**config.mk**
```make
export PLATFORM = sky130hd
export DESIGN_NAME = regs_operand_fetch_flat
export DESIGN_NICKNAME = d
export VERILOG_FILES = /design/src/rtl/regs_operand_fetch_pkg.sv /design/src/rtl/regs_operand_fetch_if.sv /design/src/rtl/regs_fwd_match.sv /design/src/rtl/regs_operand_fetch.sv /design/src/flat_wrapper.sv
export SDC_FILE = /design/constraint.sdc
export NUM_CORES = 1
export LEC_CHECK = 0
export CORE_AREA = 4 4 187 189
export CTS_BUF_LIST = sky130_fd_sc_hd__clkbuf_2
export CTS_CLUSTER_SIZE = 30
export DETAILED_ROUTE_END_ITERATION = 10
export DIE_AREA = 0 0 191 193
export GPL_TIMING_DRIVEN = 0
export HOLD_SLACK_MARGIN = 0.05
export PLACE_DENSITY = 0.67
export SLEW_MARGIN = 20
export SYNTH_ARGS = -nofsm -noshare
export SYNTH_HDL_FRONTEND = slang
export SYNTH_HIERARCHICAL = 1
export SYNTH_SLANG_ARGS = --single-unit
```
**constraint.sdc**
```tcl
create_clock -name clk -period 4.15 [get_ports clk]
set_input_delay 1.0375 -clock clk [delete_from_list [all_inputs] [get_ports clk]]
set_output_delay 1.0375 -clock clk [all_outputs]
set_load 0.005 [all_outputs]
```
**src/rtl/regs_operand_fetch_pkg.sv**
```systemverilog
// Shared GPR-file constants and operand-selection helpers for the operand fetch slice.
package regs_operand_fetch_pkg;

  localparam int unsigned GPR_XLEN = 64;
  localparam int unsigned GPR_AW   = 5;

  typedef logic [GPR_AW-1:0] gpr_idx_t;

  // Where a delivered operand comes from.
  typedef enum logic [1:0] {
    SRC_ZERO = 2'd0,
    SRC_FWD  = 2'd1,
    SRC_GPR  = 2'd2
  } opnd_src_e;

  // Unused or absent operands read as zero; captured writeback data
  // overrides the GPR read port, which may hold pre-write data.
  function automatic opnd_src_e opnd_src(input logic valid, input logic used, input logic fwd);
    if (!valid || !used) begin
      return SRC_ZERO;
    end else if (fwd) begin
      return SRC_FWD;
    end else begin
      return SRC_GPR;
    end
  endfunction

endpackage

```
**src/rtl/regs_operand_fetch_if.sv**
```systemverilog
// Decode request, GPR read ports, writeback snoop and execute handshake bundle.
interface regs_operand_fetch_if #(
  parameter int unsigned TAG_W = 32,
  parameter int unsigned XLEN  = 64,
  parameter int unsigned AW    = 5
);

  // decode side
  logic             in_valid;
  logic             in_ready;
  logic [AW-1:0]    in_ra;
  logic [AW-1:0]    in_rb;
  logic             in_use_a;
  logic             in_use_b;
  logic [TAG_W-1:0] in_tag;

  // GPR read ports
  logic             readEn0;
  logic [AW-1:0]    readAddr0;
  logic [XLEN-1:0]  readData0;
  logic             readEn1;
  logic [AW-1:0]    readAddr1;
  logic [XLEN-1:0]  readData1;

  // GPR write port snoop
  logic             wb0_en;
  logic [AW-1:0]    wb0_addr;
  logic [XLEN-1:0]  wb0_data;
  logic             wb1_en;
  logic [AW-1:0]    wb1_addr;
  logic [XLEN-1:0]  wb1_data;

  // execute side
  logic             out_valid;
  logic             out_ready;
  logic [XLEN-1:0]  out_a;
  logic [XLEN-1:0]  out_b;
  logic [TAG_W-1:0] out_tag;

  // Environment view: decode, GPR file and execute.
  modport master (
    output in_valid, in_ra, in_rb, in_use_a, in_use_b, in_tag,
    input  in_ready,
    input  readEn0, readAddr0, readEn1, readAddr1,
    output readData0, readData1,
    output wb0_en, wb0_addr, wb0_data, wb1_en, wb1_addr, wb1_data,
    input  out_valid, out_a, out_b, out_tag,
    output out_ready
  );

  // Operand fetch block view.
  modport slave (
    input  in_valid, in_ra, in_rb, in_use_a, in_use_b, in_tag,
    output in_ready,
    output readEn0, readAddr0, readEn1, readAddr1,
    input  readData0, readData1,
    input  wb0_en, wb0_addr, wb0_data, wb1_en, wb1_addr, wb1_data,
    output out_valid, out_a, out_b, out_tag,
    input  out_ready
  );

endinterface

```
**src/rtl/regs_fwd_match.sv**
```systemverilog
// Writeback snoop comparator: reports whether either GPR write port targets addr.
module regs_fwd_match #(
  parameter int unsigned XLEN = 64,
  parameter int unsigned AW   = 5
) (
  input  logic [AW-1:0]   addr,
  input  logic            wb0_en,
  input  logic [AW-1:0]   wb0_addr,
  input  logic [XLEN-1:0] wb0_data,
  input  logic            wb1_en,
  input  logic [AW-1:0]   wb1_addr,
  input  logic [XLEN-1:0] wb1_data,
  output logic            hit,
  output logic [XLEN-1:0] data
);

  // Port 1 is written last by the GPR file, so it takes priority.
  always_comb begin
    hit  = 1'b0;
    data = '0;
    if (wb1_en && (wb1_addr == addr)) begin
      hit  = 1'b1;
      data = wb1_data;
    end else if (wb0_en && (wb0_addr == addr)) begin
      hit  = 1'b1;
      data = wb0_data;
    end
  end

endmodule

```
**src/rtl/regs_operand_fetch.sv**
```systemverilog
// Operand fetch: issues GPR reads for decode requests, hides the registered
// read latency in one holding stage and forwards writebacks that the GPR
// read data would otherwise miss.
module regs_operand_fetch
  import regs_operand_fetch_pkg::*;
#(
  parameter int unsigned TAG_W = 32,
  parameter int unsigned XLEN  = GPR_XLEN,
  parameter int unsigned AW    = GPR_AW
) (
  input  logic                 clk,
  input  logic                 rst_n,
  regs_operand_fetch_if.slave  bus
);

  logic             accept;
  logic             in_ready;

  logic             s_valid;
  logic             s_use_a;
  logic             s_use_b;
  logic             s_fwd_a;
  logic             s_fwd_b;
  logic [XLEN-1:0]  s_fwd_data_a;
  logic [XLEN-1:0]  s_fwd_data_b;
  logic [AW-1:0]    s_ra;
  logic [AW-1:0]    s_rb;
  logic [TAG_W-1:0] s_tag;

  logic [AW-1:0]    match_addr_a;
  logic [AW-1:0]    match_addr_b;
  logic             hit_a;
  logic             hit_b;
  logic [XLEN-1:0]  hit_data_a;
  logic [XLEN-1:0]  hit_data_b;

  opnd_src_e        src_a;
  opnd_src_e        src_b;

  // Handshake and GPR read-port drive; reads fire only on accept so the GPR
  // output register holds the operand while the stage is stalled.
  always_comb begin
    in_ready = !s_valid || bus.out_ready;
    accept   = bus.in_valid && in_ready;
  end

  assign bus.in_ready  = in_ready;
  assign bus.readEn0   = accept && bus.in_use_a;
  assign bus.readAddr0 = bus.in_ra;
  assign bus.readEn1   = accept && bus.in_use_b;
  assign bus.readAddr1 = bus.in_rb;

  // One comparator per operand serves both the accept check (incoming
  // address) and the hold snoop (captured address), selected by accept.
  always_comb begin
    match_addr_a = accept ? bus.in_ra : s_ra;
    match_addr_b = accept ? bus.in_rb : s_rb;
  end

  regs_fwd_match #(.XLEN(XLEN), .AW(AW)) u_match_a (
    .addr     (match_addr_a),
    .wb0_en   (bus.wb0_en),
    .wb0_addr (bus.wb0_addr),
    .wb0_data (bus.wb0_data),
    .wb1_en   (bus.wb1_en),
    .wb1_addr (bus.wb1_addr),
    .wb1_data (bus.wb1_data),
    .hit      (hit_a),
    .data     (hit_data_a)
  );

  regs_fwd_match #(.XLEN(XLEN), .AW(AW)) u_match_b (
    .addr     (match_addr_b),
    .wb0_en   (bus.wb0_en),
    .wb0_addr (bus.wb0_addr),
    .wb0_data (bus.wb0_data),
    .wb1_en   (bus.wb1_en),
    .wb1_addr (bus.wb1_addr),
    .wb1_data (bus.wb1_data),
    .hit      (hit_b),
    .data     (hit_data_b)
  );

  // Holding stage: reload on accept, drain on fire, otherwise snoop writebacks.
  always_ff @(posedge clk or negedge rst_n) begin
    if (!rst_n) begin
      s_valid      <= 1'b0;
      s_use_a      <= 1'b0;
      s_use_b      <= 1'b0;
      s_fwd_a      <= 1'b0;
      s_fwd_b      <= 1'b0;
      s_fwd_data_a <= '0;
      s_fwd_data_b <= '0;
      s_ra         <= '0;
      s_rb         <= '0;
      s_tag        <= '0;
    end else if (accept) begin
      s_valid <= 1'b1;
      s_use_a <= bus.in_use_a;
      s_use_b <= bus.in_use_b;
      s_ra    <= bus.in_ra;
      s_rb    <= bus.in_rb;
      s_tag   <= bus.in_tag;
      s_fwd_a <= hit_a;
      s_fwd_b <= hit_b;
      if (hit_a) begin
        s_fwd_data_a <= hit_data_a;
      end
      if (hit_b) begin
        s_fwd_data_b <= hit_data_b;
      end
    end else if (s_valid) begin
      if (bus.out_ready) begin
        s_valid <= 1'b0;
      end
      if (s_use_a && hit_a) begin
        s_fwd_a      <= 1'b1;
        s_fwd_data_a <= hit_data_a;
      end
      if (s_use_b && hit_b) begin
        s_fwd_b      <= 1'b1;
        s_fwd_data_b <= hit_data_b;
      end
    end
  end

  // Operand delivery mux.
  always_comb begin
    src_a = opnd_src(s_valid, s_use_a, s_fwd_a);
    src_b = opnd_src(s_valid, s_use_b, s_fwd_b);
    case (src_a)
      SRC_FWD: bus.out_a = s_fwd_data_a;
      SRC_GPR: bus.out_a = bus.readData0;
      default: bus.out_a = '0;
    endcase
    case (src_b)
      SRC_FWD: bus.out_b = s_fwd_data_b;
      SRC_GPR: bus.out_b = bus.readData1;
      default: bus.out_b = '0;
    endcase
  end

  assign bus.out_valid = s_valid;
  assign bus.out_tag   = s_valid ? s_tag : '0;

endmodule
```
**src/flat_wrapper.sv**
```systemverilog
// flat-port wrapper written by rule: the top's interface ports become plain ports
module regs_operand_fetch_flat import regs_operand_fetch_pkg::*;
#(
  parameter int unsigned TAG_W = 32,
  parameter int unsigned XLEN  = GPR_XLEN,
  parameter int unsigned AW    = GPR_AW
)
  (clk, rst_n, bus_in_valid, bus_in_ra, bus_in_rb, bus_in_use_a, bus_in_use_b, bus_in_tag, bus_in_ready, bus_readEn0, bus_readAddr0, bus_readEn1, bus_readAddr1, bus_readData0, bus_readData1, bus_wb0_en, bus_wb0_addr, bus_wb0_data, bus_wb1_en, bus_wb1_addr, bus_wb1_data, bus_out_valid, bus_out_a, bus_out_b, bus_out_tag, bus_out_ready);
  regs_operand_fetch_if #(.TAG_W(TAG_W), .XLEN(XLEN), .AW(AW)) bus_i ();
  input  logic clk;
  input  logic rst_n;
  input wire logic [$bits(bus_i.in_valid)-1:0] bus_in_valid;
  input wire logic [$bits(bus_i.in_ra)-1:0] bus_in_ra;
  input wire logic [$bits(bus_i.in_rb)-1:0] bus_in_rb;
  input wire logic [$bits(bus_i.in_use_a)-1:0] bus_in_use_a;
  input wire logic [$bits(bus_i.in_use_b)-1:0] bus_in_use_b;
  input wire logic [$bits(bus_i.in_tag)-1:0] bus_in_tag;
  output wire logic [$bits(bus_i.in_ready)-1:0] bus_in_ready;
  output wire logic [$bits(bus_i.readEn0)-1:0] bus_readEn0;
  output wire logic [$bits(bus_i.readAddr0)-1:0] bus_readAddr0;
  output wire logic [$bits(bus_i.readEn1)-1:0] bus_readEn1;
  output wire logic [$bits(bus_i.readAddr1)-1:0] bus_readAddr1;
  input wire logic [$bits(bus_i.readData0)-1:0] bus_readData0;
  input wire logic [$bits(bus_i.readData1)-1:0] bus_readData1;
  input wire logic [$bits(bus_i.wb0_en)-1:0] bus_wb0_en;
  input wire logic [$bits(bus_i.wb0_addr)-1:0] bus_wb0_addr;
  input wire logic [$bits(bus_i.wb0_data)-1:0] bus_wb0_data;
  input wire logic [$bits(bus_i.wb1_en)-1:0] bus_wb1_en;
  input wire logic [$bits(bus_i.wb1_addr)-1:0] bus_wb1_addr;
  input wire logic [$bits(bus_i.wb1_data)-1:0] bus_wb1_data;
  output wire logic [$bits(bus_i.out_valid)-1:0] bus_out_valid;
  output wire logic [$bits(bus_i.out_a)-1:0] bus_out_a;
  output wire logic [$bits(bus_i.out_b)-1:0] bus_out_b;
  output wire logic [$bits(bus_i.out_tag)-1:0] bus_out_tag;
  input wire logic [$bits(bus_i.out_ready)-1:0] bus_out_ready;
  assign bus_i.in_valid = bus_in_valid;
  assign bus_i.in_ra = bus_in_ra;
  assign bus_i.in_rb = bus_in_rb;
  assign bus_i.in_use_a = bus_in_use_a;
  assign bus_i.in_use_b = bus_in_use_b;
  assign bus_i.in_tag = bus_in_tag;
  assign bus_in_ready = bus_i.in_ready;
  assign bus_readEn0 = bus_i.readEn0;
  assign bus_readAddr0 = bus_i.readAddr0;
  assign bus_readEn1 = bus_i.readEn1;
  assign bus_readAddr1 = bus_i.readAddr1;
  assign bus_i.readData0 = bus_readData0;
  assign bus_i.readData1 = bus_readData1;
  assign bus_i.wb0_en = bus_wb0_en;
  assign bus_i.wb0_addr = bus_wb0_addr;
  assign bus_i.wb0_data = bus_wb0_data;
  assign bus_i.wb1_en = bus_wb1_en;
  assign bus_i.wb1_addr = bus_wb1_addr;
  assign bus_i.wb1_data = bus_wb1_data;
  assign bus_out_valid = bus_i.out_valid;
  assign bus_out_a = bus_i.out_a;
  assign bus_out_b = bus_i.out_b;
  assign bus_out_tag = bus_i.out_tag;
  assign bus_i.out_ready = bus_out_ready;
  regs_operand_fetch #(.TAG_W(TAG_W), .XLEN(XLEN), .AW(AW)) u_core (.clk(clk), .rst_n(rst_n), .bus(bus_i));
endmodule
```
== Yosys cells after proc, flatten, opt, wreduce, memory -nomap -nowiden ==
Cells that the tools add are included.

* Eq/ne operators: 10
* Reduce and logical (&&, ||, !) cells: 22
* Mux-type cells: 34

{| class="wikitable"
|+ Operator list
! kind !! number
|-
| $mux 64 || 12
|-
| $pmux 64 s2 || 2
|-
| $mux 32 || 1
|-
| $eq 5x5->1 || 4
|-
| $mux 1 || 13
|-
| $mux 5 || 2
|-
| $logic_and 1x1->1 || 9
|-
| $mux 2 || 4
|-
| $reduce_and 3->1 || 2
|-
| $reduce_bool 2->1 || 3
|-
| $eq 2x1->1 const B || 2
|-
| $eq 2x2->1 const B || 2
|-
| $ne 2x2->1 const B || 2
|-
| $reduce_and 2->1 || 2
|-
| $logic_not 1->1 || 3
|-
| $logic_or 1x1->1 || 3
|}

* Bits in registers: 175
* Word-level logic and storage cells: 76
* Output and inout bits: 174
* Bits of input ports: 316

== Logic depth before layout (Yosys ltp) ==
* Word-level depth: 12
* Gate-level depth with buffers: 16
* Mapped depth without buffers: 10

== Cells and area by module ==
The synthesis kept the hierarchy.

{| class="wikitable"
|+ Modules (own cells, without submodules)
! module !! cells each !! area an instance (µm²) !! times used
|-
| regs_operand_fetch || 583 || 8608.3 || 1
|-
| regs_fwd_match || 164 || 1465.2 || 2
|}

== Least setup slack after synthesis ==
OpenSTA, ideal clock, no wires.

* Path type: in2reg
* Start point: in bus_out_ready
* End point: reg u_core.s_fwd_data_a[0]
* Cell stages on the path: 16
* Path buffers: 6
* Data required time: 4.025 ns
* Library setup time: 0.125 ns
* Setup slack: -0.010 ns
* Arrival time: 4.035 ns
* Cells stage by stage: nand2b_1 -> buf_6 -> nand2_1 -> buf_2 -> mux2_2 -> xor2_1 -> nor4_1 -> and3_2 -> buf_12 -> buf_12 -> a21o_1 -> and3_1 -> a31o_4 -> buf_8 -> buf_12 -> mux2_4

* Longest elaborated chain between the ends: 10
* Elaborated cells between the ends (all ways): 20
* Those cells by class: eq/ne (3); mux (9); reduce/logical (8)

{| class="wikitable"
|+ RTL lines
! element !! line !! text
|-
| start: declaration || flat_wrapper.sv:35 || <nowiki>input wire logic [$bits(bus_i.out_ready)-1:0] bus_out_ready;</nowiki>
|-
| $logic_or 1x1->1 (*) || regs_operand_fetch.sv:43 || <nowiki>in_ready = !s_valid || bus.out_ready;</nowiki>
|-
| named net bus_in_ready || flat_wrapper.sv:18 || <nowiki>output wire logic [$bits(bus_i.in_ready)-1:0] bus_in_ready;</nowiki>
|-
| $logic_and 1x1->1 (*) || regs_operand_fetch.sv:44 || <nowiki>accept = bus.in_valid && in_ready;</nowiki>
|-
| $mux 5 (*) || regs_operand_fetch.sv:56 || <nowiki>match_addr_a = accept ? bus.in_ra : s_ra;</nowiki>
|-
| named net u_core.match_addr_a[2] || regs_operand_fetch.sv:30 || <nowiki>logic [AW-1:0] match_addr_a;</nowiki>
|-
| $eq 5x5->1 || regs_fwd_match.sv:24 || <nowiki>end else if (wb0_en && (wb0_addr == addr)) begin</nowiki>
|-
| $logic_and 1x1->1 || regs_fwd_match.sv:24 ||
|-
| $mux 1 || regs_fwd_match.sv:24 ||
|-
| $mux 1 (*) || regs_fwd_match.sv:21 || <nowiki>if (wb1_en && (wb1_addr == addr)) begin</nowiki>
|-
| named net u_core.hit_a || regs_operand_fetch.sv:32 || <nowiki>logic hit_a;</nowiki>
|-
| $logic_and 1x1->1 || regs_operand_fetch.sv:116 || <nowiki>if (s_use_a && hit_a) begin</nowiki>
|-
| $reduce_bool 2->1 (no line) || n/a ||
|-
| $reduce_and 3->1 (no line) (*) || n/a ||
|-
| end signal: assignment || regs_operand_fetch.sv:107 || <nowiki>s_fwd_data_a <= hit_data_a;</nowiki>
|-
| end signal: assignment || regs_operand_fetch.sv:118 || <nowiki>s_fwd_data_a <= hit_data_a;</nowiki>
|-
| end: declaration || regs_operand_fetch.sv:24 || <nowiki>logic [XLEN-1:0] s_fwd_data_a;</nowiki>
|}

Mark *: on every way through the listed nets, which the timed path passes. The rest lies on a longest branch. The select of a mux whose other input is x is not followed.
A chain may end at the register's enable or synchronous reset.

== Worst setup path after layout ==
* Start point: in bus_out_ready
* End point: reg u_core.s_fwd_data_b[35]

* Longest elaborated chain between the ends: 10
* Elaborated cells between the ends (all ways): 20
* Those cells by class: eq/ne (3); mux (9); reduce/logical (8)

{| class="wikitable"
|+ RTL lines
! element !! line !! text
|-
| $logic_or 1x1->1 (*) || regs_operand_fetch.sv:43 ||
|-
| $logic_and 1x1->1 (*) || regs_operand_fetch.sv:44 ||
|-
| $mux 5 (*) || regs_operand_fetch.sv:57 || <nowiki>match_addr_b = accept ? bus.in_rb : s_rb;</nowiki>
|-
| named net u_core.match_addr_b[2] || regs_operand_fetch.sv:31 || <nowiki>logic [AW-1:0] match_addr_b;</nowiki>
|-
| $eq 5x5->1 || regs_fwd_match.sv:24 ||
|-
| $logic_and 1x1->1 || regs_fwd_match.sv:24 ||
|-
| $mux 1 || regs_fwd_match.sv:24 ||
|-
| $mux 1 (*) || regs_fwd_match.sv:21 ||
|-
| named net u_core.hit_b || regs_operand_fetch.sv:33 || <nowiki>logic hit_b;</nowiki>
|-
| $logic_and 1x1->1 || regs_operand_fetch.sv:120 || <nowiki>if (s_use_b && hit_b) begin</nowiki>
|-
| $reduce_bool 2->1 (no line) || n/a ||
|-
| $reduce_and 3->1 (no line) (*) || n/a ||
|-
| end signal: assignment || regs_operand_fetch.sv:110 || <nowiki>s_fwd_data_b <= hit_data_b;</nowiki>
|-
| end signal: assignment || regs_operand_fetch.sv:122 || <nowiki>s_fwd_data_b <= hit_data_b;</nowiki>
|-
| end: declaration || regs_operand_fetch.sv:25 || <nowiki>logic [XLEN-1:0] s_fwd_data_b;</nowiki>
|}

Marked as above.

==> impl_metrics.env <==
export IMPL_crit_arrival_ps=4820
export IMPL_leakagePower_nw=8.09
export IMPL_powerDensity_mw_per_mm2=250
export IMPL_ys_ff_latch=175
export IMPL_slew_viol_final=0
export IMPL_postRouteAntennaNets=0
export IMPL_grt_overflow=0
export IMPL_tightestPinTransition_ps=518
export IMPL_antenna_found_initial=4
export IMPL_numCtsBuffers=17
export IMPL_status="completed"
export IMPL_max_freq_ghz=0.242
export IMPL_clock_sinks=175
export IMPL_timing_final_ws_setup_ps=11.0
export IMPL_cp_top_family="buffers and inverters"
export IMPL_crit_path_top_delay_cell="clkdlybuf4s50_1"
export IMPL_crit_chain="clkdlybuf4s50_1, nand2b_1, buf_6, nand2_4, buf_4, mux2_2, xor2_1, nor4_2, and3_2, buf_12, buf_12, a21o_1, and3_1, a31o_4, buf_8, buf_12, mux2_4"
export IMPL_finalCritPeriodShare=0.997
export IMPL_areaGrowthSynthToFinish_pct=51.0
export IMPL_cp_start_kind="input pin"
export IMPL_synth_nets=1227
export IMPL_start_util=0.347
export IMPL_yosys_cell_types_count=24
export IMPL_min_path_type="flip-flop to flip-flop"
export IMPL_final_cells=1894
export IMPL_drtIter0Drc=396
export IMPL_clockRootBuffer="clkbuf_2"
export IMPL_rsz0062_at_grt="no"
export IMPL_timing_rr_start="u_core/bus.out_valid"
export IMPL_postPlaceCellArea_mm2=0.0171
export IMPL_fin_nets=1745
export IMPL_h_tree_depth=4
export IMPL_placedCellCount=1850
export IMPL_crit_path_end_kind="flip-flop"
export IMPL_die_w_um=191
export IMPL_cts_tree="yes"
export IMPL_grt_pass1_wl_um=63600
export IMPL_grt_usage=0.228
export IMPL_cp_max_fo=10
export IMPL_worstSetupStartpoint="bus_out_ready"
export IMPL_dpl_hpwl_um=33800
export IMPL_slew_headroom=0.655
export IMPL_yosysWarnings=6
export IMPL_vias=9636
export IMPL_crit_buf_inv=7
export IMPL_die_h_um=193
export IMPL_setup_viol=0
export IMPL_ys_seq_area_frac=0.380
export IMPL_power_w=0.00435
export IMPL_grt_max_degree=86
export IMPL_io_buffers=489
export IMPL_path_class="input pin to flip-flop"
export IMPL_clk_pin_slew_worst_paths_ps=300
export IMPL_drt_pre_antenna_iters=4
export IMPL_utilization=0.523
export IMPL_required_ps=4830
export IMPL_postSynthCellCount=911
export IMPL_rows=67
export IMPL_fill_cells=3016
export IMPL_core_mm2=0.0333
export IMPL_pre_cts_ws_ps=-1130
export IMPL_cts_max_path_buffers=2
export IMPL_irDropWorstVdd_mv=0.165
export IMPL_avgViaCountPerCell=5.09
export IMPL_finalHoldViolCount=0
export IMPL_cp_slowest_stage_delay_ps=400
export IMPL_crit_path_frequent_cell="buf_12"
export IMPL_drive_above_1_share=0.300
export IMPL_dieArea_mm2=0.0369
export IMPL_drt_wl_total_um=44100
export IMPL_drv_cap=0
export IMPL_io_pins=490
export IMPL_grt_pass1_vias=10300
export IMPL_wire_per_inst_um=23.3
export IMPL_stdcell_area_mm2=0.0174
export IMPL_fin_crit_ps=4140
export IMPL_syn_avg_cell_area_um2=12.7
export IMPL_drc=0
export IMPL_syn_area_mm2=0.0115
export IMPL_clock_skew_ps=50.3
export IMPL_hp_start="u_core/s_tag[15]"
export IMPL_routabilityCongestion=0.831
export IMPL_clk_latency_ps=790
==> per-stage QoR <==
stage | setup TNS [ps] | hold WS [ps]
after detailed placement | -138720 | 486
after global routing | 0 | 491
after global placement | -1159350 | 477
after CTS | 0 | 502
after floorplan | 0 | 465
final | 0 | 541
==> cells in the final DEF, fill, tap and decap left out, drive strengths merged <==
cell	synthesis	routed
clkdlybuf4s50	0	488
mux2	298	298
dfrtp	175	175
and3	136	136
a22o	128	128
buf	74	82
clkbuf	27	46
and2	32	32
xor2	12	12
xnor2	8	8
inv	0	8
a21o	6	6
diode	0	4
clkinv	0	4
nor2	4	4
clkinvlp	0	3
nand2	3	3
nand2b	2	2
a31o	2	2
and4	2	2
nor4	2	2
dlygate4sd3	0	1
==> synth_stat cells (all sizes together) <==
library cell	count	area (um^2)
mux2	298	3790
nor4	2	12.5
xor2	12	105
nor2	4	15.0
and3	136	853
a31o	2	35.0
dfrtp	175	4380
clkbuf	27	114
and4	2	17.5
and2	32	200
nand2b	2	12.5
buf	74	756
a21o	6	45.0
a22o	128	1120
xnor2	8	70.1
nand2	3	11.3
==> path summary, 6_finish.rpt <==
| check | end | slack (ps) | cells past startpoint |
|---|---|---|---|
| setup / recovery | u_core/s_fwd_data_b[35] | 10 | 17 |
| hold / removal | u_core/s_tag[15] | 540 | 1 |
| setup reg to reg | u_core/s_fwd_data_b[35] | 240 | 16 |
| hold reg to reg | u_core/s_tag[15] | 540 | 1 |
| max in group asynchronous | u_core/s_fwd_data_b[48] | 2730 | 3 |
| min in group asynchronous | u_core/s_tag[8] | 610 | 2 |
==> per-layer routing <==
layer  track usage  part of all wire  vias to the layer above
li1              -                 -                     4442
met1         0.277              0.41                     4784
met2         0.400              0.50                      372
met3        0.0670             0.073                       34
met4        0.0530             0.016                        4
met5             0           0.00061                        -
==> layout make-up <==
class | instances | area [um^2] | area share
clock inverters | 15 | 129 | 0.00740
diodes | 4 | 10.0 | 0.000575
clock buffers | 17 | 85.1 | 0.00488
multi-input cells | 635 | 6330 | 0.363
well taps | 448 | 561 | 0.0322
flip-flops and latches | 175 | 4380 | 0.251
repair buffers | 499 | 5030 | 0.289
plain buffers | 101 | 897 | 0.0515
==> worst register-to-register path: stages (launching register included) <==
cell and delay [ps]:
dfrtp_1 490, nand2b_1 90, buf_6 140, nand2_4 170
buf_4 220, mux2_2 390, xor2_1 190, nor4_2 340
and3_2 280, buf_12 180, buf_12 170, a21o_1 140
and3_1 180, a31o_4 120, buf_8 220, buf_12 190
mux2_4 310
==> state kept, by name, summed over array words and instances, names as in the netlist <==
name / cells
u_core/bus.out_valid: 1
u_core/s_rb: 5
u_core/s_fwd_data_a: 64
u_core/s_ra: 5
u_core/s_use_b: 1
u_core/s_fwd_a: 1
u_core/s_use_a: 1
u_core/s_tag: 32
u_core/s_fwd_data_b: 64
u_core/s_fwd_b: 1
==> repair_timing <==
item,in CTS,in global routing
pin swaps,2,0
hold endpoints to repair,23,0
setup endpoints to repair,247,42
buffers inserted,7,0
hold buffers,1,0
gates resized for setup,18,4
==> power by group <==
group          leakage [nW]  switching [W]  internal [W]  total (W)
clock                 0.129       0.000724      0.000180   0.000904
combinational          5.63       0.000614      0.000916    0.00153
sequential             2.34      0.0000798       0.00183    0.00191
==> logic make-up (layout without fill, tap and decap cells) <==
group | count (synthesis) | in the layout | synth area share
mux | 298 | 298 | 0.329
buf+inv | 101 | 632 | 0.0754
simple gates | 181 | 181 | 0.0973
xor+xnor | 20 | 20 | 0.0152
flops | 175 | 175 | 0.380
compound gates | 136 | 136 | 0.104
other cells | 0 | 4 | 0
(Power assumes the default switching activity.)
